$ cat src/rtl/sprite_layer_renderer.sv
// Sprite layer: per-frame latched position/mode, hit test and texel addressing,
// two-stage pipeline aligned with a one-cycle registered sprite ROM.
module sprite_layer_renderer #(
  parameter int SPR_W       = 32,
  parameter int SPR_H       = 32,
  parameter int FRAMES      = 2,
  parameter int IDX_W       = 3,
  parameter int ADDR_W      = 11,
  parameter int SCALE_SHIFT = 0,
  parameter int ANIM_DIV    = 8,
  parameter int TRANSP_IDX  = 0
) (
  input  logic                                           vga_clk,
  input  logic                                           Reset,
  input  logic [9:0]                                     DrawX,
  input  logic [9:0]                                     DrawY,
  input  logic                                           blank,
  input  logic                                           frame_start,
  input  logic [9:0]                                     pos_x,
  input  logic [9:0]                                     pos_y,
  input  logic                                           flip_x,
  input  logic                                           anim_en,
  output logic [ADDR_W-1:0]                              rom_address,
  input  logic [IDX_W-1:0]                               rom_q,
  output logic [IDX_W-1:0]                               pix_idx,
  output logic                                           pix_on,
  output logic [((FRAMES > 1) ? $clog2(FRAMES) : 1)-1:0] frame_num
);

  localparam int FW = (FRAMES > 1) ? $clog2(FRAMES) : 1;
  localparam int DW = (ANIM_DIV > 1) ? $clog2(ANIM_DIV) : 1;
  localparam int CW = $clog2(SPR_W);
  localparam int RW = $clog2(SPR_H);
  localparam logic [10:0] X_SPAN = 11'(SPR_W << SCALE_SHIFT);
  localparam logic [10:0] Y_SPAN = 11'(SPR_H << SCALE_SHIFT);

  logic [9:0]    pos_x_s;
  logic [9:0]    pos_y_s;
  logic          flip_s;
  logic          anim_s;
  logic [DW-1:0] div_cnt;
  logic          hit_d;

  logic [10:0]   dx;
  logic [10:0]   dy;
  logic          hit;
  logic [CW-1:0] col;
  logic [RW-1:0] row;
  logic          pix_on_next;

  // Shadow registers and animation counter only move on frame_start;
  // the counter advances on the pre-load anim_s value.
  always_ff @(posedge vga_clk) begin
    if (Reset) begin
      pos_x_s   <= '0;
      pos_y_s   <= '0;
      flip_s    <= 1'b0;
      anim_s    <= 1'b0;
      div_cnt   <= '0;
      frame_num <= '0;
    end else if (frame_start) begin
      pos_x_s <= pos_x;
      pos_y_s <= pos_y;
      flip_s  <= flip_x;
      anim_s  <= anim_en;
      if (anim_s) begin
        if (div_cnt == DW'(ANIM_DIV - 1)) begin
          div_cnt   <= '0;
          frame_num <= (frame_num == FW'(FRAMES - 1)) ? '0 : frame_num + 1'b1;
        end else begin
          div_cnt <= div_cnt + 1'b1;
        end
      end
    end
  end

  always_comb begin
    dx  = {1'b0, DrawX} - {1'b0, pos_x_s};
    dy  = {1'b0, DrawY} - {1'b0, pos_y_s};
    hit = !dx[10] && (dx < X_SPAN) && !dy[10] && (dy < Y_SPAN);
    col = CW'(dx >> SCALE_SHIFT);
    row = RW'(dy >> SCALE_SHIFT);
    // SPR_W is a power of two, so SPR_W-1-col is the bitwise complement.
    if (flip_s) col = ~col;
    rom_address = hit ? ADDR_W'({frame_num, row, col}) : '0;
  end

  always_comb begin
    pix_on_next = hit_d && (rom_q != IDX_W'(TRANSP_IDX));
  end

  always_ff @(posedge vga_clk) begin
    if (Reset) begin
      hit_d   <= 1'b0;
      pix_on  <= 1'b0;
      pix_idx <= '0;
    end else begin
      hit_d   <= hit & blank;
      pix_on  <= pix_on_next;
      pix_idx <= pix_on_next ? rom_q : '0;
    end
  end

endmodule

$ cat config.mk
export PLATFORM = sky130hd
export DESIGN_NAME = sprite_layer_renderer
export DESIGN_NICKNAME = d
export VERILOG_FILES = /design/src/rtl/sprite_layer_renderer.sv
export SDC_FILE = /design/constraint.sdc
export NUM_CORES = 1
export LEC_CHECK = 0
export BUFFER_PORTS_ARGS = -buffer_cell sky130_fd_sc_hd__buf_2
export CAP_MARGIN = 20
export CORE_ASPECT_RATIO = 2
export CORE_MARGIN = 3
export CORE_UTILIZATION = 45
export CTS_BUF_LIST = sky130_fd_sc_hd__clkbuf_8
export CTS_CLUSTER_DIAMETER = 60
export DETAILED_ROUTE_END_ITERATION = 8
export PLACE_DENSITY_LB_ADDON = 0.15
export SLEW_MARGIN = 20
export SYNTH_ARGS = -nofsm -noshare
export SYNTH_HDL_FRONTEND = slang
export SYNTH_SLANG_ARGS = --single-unit
$ cat constraint.sdc
create_clock -name vga_clk -period 4.3 [get_ports vga_clk]
set_input_delay 0.86 -clock vga_clk [delete_from_list [all_inputs] [get_ports vga_clk]]
set_output_delay 0.86 -clock vga_clk [all_outputs]
set_load 0.02 [all_outputs]
# Word level (Yosys, flattened, before mapping)
# Index checks and enable logic that the tools add are counted.
# W data, S select, Z words.
# totals
output_inout_bits,16
input_bits,49
reg_bits,31
# classes
n_lt_le_gt_ge,2
mux,4
n_eq_ne,1
n_bitwise,3
n_addsub,4
reduce_logical,10
# ops
op,count
$lt A11 B6 Y1 const B,2
$sub A10 B10 Y11,2
$mux W11,1
$mux W5,1
$not A5 Y5,1
$logic_and A1 B1 Y1,4
$add A3 B1 Y3 const B,1
$eq A3 B3 Y1 const B,1
$mux W3,1
$reduce_and A3 Y1,1
$reduce_bool A3 Y1,1
$logic_not A1 Y1,2
$reduce_and A2 Y1,1
$reduce_or A2 Y1,1
$add A1 B1 Y1 const B,1
$and A1 B1 Y1,1
$mux W1,1
$not A1 Y1,1

# Longest topological paths before layout
# logic_depth
depth_word,6
ltp_mapped,12
ltp_nobuf,11

# Least setup slack after synthesis
# OpenSTA, ideal clock, no wires.
# synth_path
path_type,in2out
start,in DrawX[0]
end,out rom_address[0]
arrival_ps,3306
t_required_ps,3440
path_stages,11
path_slack_ps,134
n_path_buf,0
path_cell_list,inv_1 > ha_1 > inv_1 > fa_1 > a211oi_1 > nor3_1 > nor4_2 > o2111ai_1 > nor3_2 > nand4b_2 > nor4_1
# synth_via
elab_chain_cells,6
elab_cells_between_ends,9
classes_between,add/sub (1); order compare (1); mux (2); bitwise (1); reduce/logical (4)
# synth_lines
item,line,rtl
start: declaration,15,"input logic [9:0] DrawX,"
$sub A10 B10 Y11 (*),78,"dx = {1'b0, DrawX} - {1'b0, pos_x_s};"
$lt A11 B6 Y1 or $logic_not A1 Y1 (tied branches),80,hit = !dx[10] && (dx < X_SPAN) && !dy[10] && (dy < Y_SPAN);
$logic_and A1 B1 Y1 (3 in a row),80,
$mux W11 (*),85,"rom_address = hit ? ADDR_W'({frame_num, row, col}) : '0;"
end: declaration,23,"output logic [ADDR_W-1:0] rom_address,"
# Mark *: on every way between the ends. The rest lies on a longest branch, timed or not.

# Worst setup path in the final report
# layout_path
start,in DrawX[2]
end,out rom_address[3]
# The elaborated chain is that of the path after synthesis.

==> impl_metrics.ini <==
[floorplan]
initial_core_util_pct = 47.75
rows = 36
die_h_microns = 108.5
fp.dieW_microns = 57.27
core_area_sq_um = 4955
dieArea_sq_um = 6216
io_pins = 65

[sta]
slew_viol_final = 0
period_share_pct = 96.58
period_needed_ns = 4.153
fmax_mhz = 240.8
holdWs_ns = 0.4618
setup-tns-final_ns = 0
finClkSkew_ns = 0.006834
tightest_slew_ns = 0.7323
rsz0062_at_grt = true
setup_viol = 0
max-slew-margin-rel_pct = 51.18
hold_viol = 0

[worst_setup_path]
rrSetupSlack_ns = 1.70
start_kind = input pin
critical_path_required_ns = 3.44
slowest_delay_ns = 0.42
cp.arrival_ns = 3.29
critPathSlowestCell = or4_1
reg2regPathDepth = 10
critPathMaxFanout = 6
crit_path_end_kind = output pin
critPathKind = input pin to output pin
path_common_cell = buf_2
rr_endpoint = hit_d
r2r-start = pos_x_s[2]
cp_cell_sequence = buf_2 > ha_1 > o21ai_1 > a21oi_1 > or4_1 > a31oi_1 > xor2_1 > nand4b_2 > buf_4 > nor4_2 > buf_2

[global_route]
grt_pass1_wl_microns = 9370
grtUsageTotal_pct = 18.87
antenna_found_initial = 0
grt_max_degree = 29
overflow = 0
grt_pass1_vias = 2212

[routing]
first_pass_iters = 4
drtIter0Drc = 24
wl_per_cell_microns = 13.85
vias = 2177
ant_nets = 0
drt_wl_total_microns = 5623
drc = 0
avgViaCountPerCell = 5.362

[place]
io_buffer_count = 64
gp_congestion = 0.9116
placed_area_sq_um = 2751
dpl.hpwl_microns = 4460
place_inst = 398

[final_layout]
finalCoreUtilization_pct = 58.54
layout.nets = 421
final_common_cell = buf_2
stdcell_count = 406
drive_gt1_share_pct = 28.94
mostFrequentLayoutCells = buf_2, nor2_1, dfxtp_1
fillers = 516
diodes = 0
area_growth_pct = 22.58
final_area_sq_um = 2900

[clock_tree]
clk-insertion-delay-late_ns = 0.29
post_cts_buffers = 0
clock-root-buffer = clkbuf_8
cts_buffers = 5
cts_tree = done
cts_max_level = 2
cts_hold_buf = 0
cts_num_sinks = 31
clockBufferDepth = 2
clk_pin_slew_worst_paths_ns = 0.06

[yosys]
yosysUniqueCellTypes = 44
synth_seq_cells = 31
syn_nets = 355
synth_edf_count = 0
synth_area_per_cell_sq_um = 8.390
seq_area_frac_synth_pct = 26.23
synth_ff_type = dfxtp_1
netlist_area_sq_um = 2366
yosysWarnings = 0
synthArstFlopShare_pct = 0
syn_inst = 282

[power]
seq_power_share_pct = 36.3
swShare_pct = 33.22
p_int_uw = 565.8
vdd_drop_max_v = 0.0003052
p_sw_uw = 281.4
cellPowerDensity_nw_per_um2 = 292.1
leakagePower_uw = 0.001328
power_frac_comb_pct = 32.9
pwr-share-clk_pct = 30.8

[worst_hold_path]
holdPathStages = 2
hp-start = div_cnt[2]
hold_end = div_cnt[2]
min_path_type = flip-flop to flip-flop

[outcome]
status = finished, final reports clean

[run]
drv_cap = 0
==> state kept, by name, summed over array words and instances, names as in the netlist <==
signal / flops
pos_y_s: 10
flip_s: 1
pix_on: 1
div_cnt: 3
hit_d: 1
pix_idx: 3
pos_x_s: 10
frame_num: 1
anim_s: 1
==> cells by family (layout without fill, tap and decap cells) <==
| family | count (synthesis) | count (layout) | synth area share (%) |
|---|---|---|---|
| fa+ha+maj | 24 | 24 | 13.33 |
| simple gates | 96 | 96 | 23.96 |
| compound gates | 53 | 53 | 13.86 |
| buf+inv | 39 | 106 | 6.927 |
| flops | 31 | 31 | 26.23 |
| xor+xnor | 15 | 15 | 5.553 |
| mux | 24 | 24 | 10.15 |
==> power groups by stage <==
stage          logic, uW  clock network, uW  registers [uW]
6_report             279                261             308
4_1_cts              275                272             308
2_1_floorplan        203                  0             311
3_3_place_gp         271                  0             314
5_1_grt              310                277             310
3_5_place_dp         272                  0             314
==> critical path: cells and delay by family <==
| kind | cells | cell delay [ns] |
|---|---|---|
| adder cells (fa/ha/maj) | 1 | 0.37 |
| XOR/XNOR | 1 | 0.28 |
| AO/OA/AOI/OAI | 3 | 0.44 |
| buffers and inverters | 3 | 0.49 |
| AND/OR/NAND/NOR | 3 | 0.86 |
==> metrics by stage <==
step	power, uW	setup WS [ns]
finish	847.2	0.1472
global route	896.7	-0.01088
CTS	854.6	0.01175
detailed placement	586.1	0.008038
global placement	585.4	0.05564
floorplan	514.1	0.1336
==> metal layers <==
| metal | up-vias | GRT usage [%] | wire [microns] |
|---|---|---|---|
| met5 | - | 0 | 0 |
| met4 | 0 | 9.287 | 178 |
| met3 | 17 | 3.704 | 209 |
| met2 | 53 | 35.60 | 3114 |
| met1 | 987 | 18.97 | 2121 |
| li1 | 1120 | - | - |
==> cells in the mapped netlist, drive strengths merged (2+ instances only) <==
library cell / n / area share [%]
dfxtp: 31 / 26
o211ai: 2 / 0.63
ha: 22 / 12
mux2i: 24 / 10
nor2b: 3 / 1.1
xnor2: 9 / 3.3
nor2: 37 / 5.9
and2: 3 / 0.79
o22ai: 5 / 1.3
nand2: 10 / 1.6
nand2b: 7 / 1.9
a211oi: 7 / 2.2
a21o: 4 / 1.3
o21ai: 10 / 2.1
nand3: 6 / 1.3
nor3: 10 / 2.3
fa: 2 / 1.7
xor2: 6 / 2.2
or2: 2 / 0.53
clkbuf: 8 / 1.3
a21oi: 18 / 3.8
nor4: 13 / 6.7
inv: 26 / 4.1
buf: 5 / 1.5
==> timing repair <==
action	4_1_cts	5_1_grt
endpoints found under the setup margin	1	11
gates resized for setup	1	11
pin swaps	0	4
==> cell type report <==
| type | instances | area (sq um) | area share, % |
|---|---|---|---|
| Multi-Input combinational cell | 212 | 1614 | 55.65 |
| Sequential cell | 31 | 620.6 | 21.40 |
| Timing Repair Buffer | 72 | 392.9 | 13.55 |
| Inverter | 26 | 97.59 | 3.365 |
| Clock buffer | 7 | 96.34 | 3.322 |
| Tap cell | 57 | 71.32 | 2.459 |
| Clock inverter | 1 | 7.507 | 0.2588 |
==> worst max-delay path by stage <==
stage	endpoint	slack, ns	start	cells past startpoint
6_report	rom_address[3]	0.15	DrawX[2]	11
5_1_grt	rom_address[3]	-0.01	DrawX[0]	14
4_1_cts	rom_address[3]	0.01	DrawY[0]	14
3_5_place_dp	rom_address[3]	0.008	DrawX[0]	14
3_3_place_gp	rom_address[8]	0.06	DrawY[0]	14
2_1_floorplan	rom_address[0]	0.13	DrawX[0]	11
No activity file was read; power rests on OpenSTA's default activity.
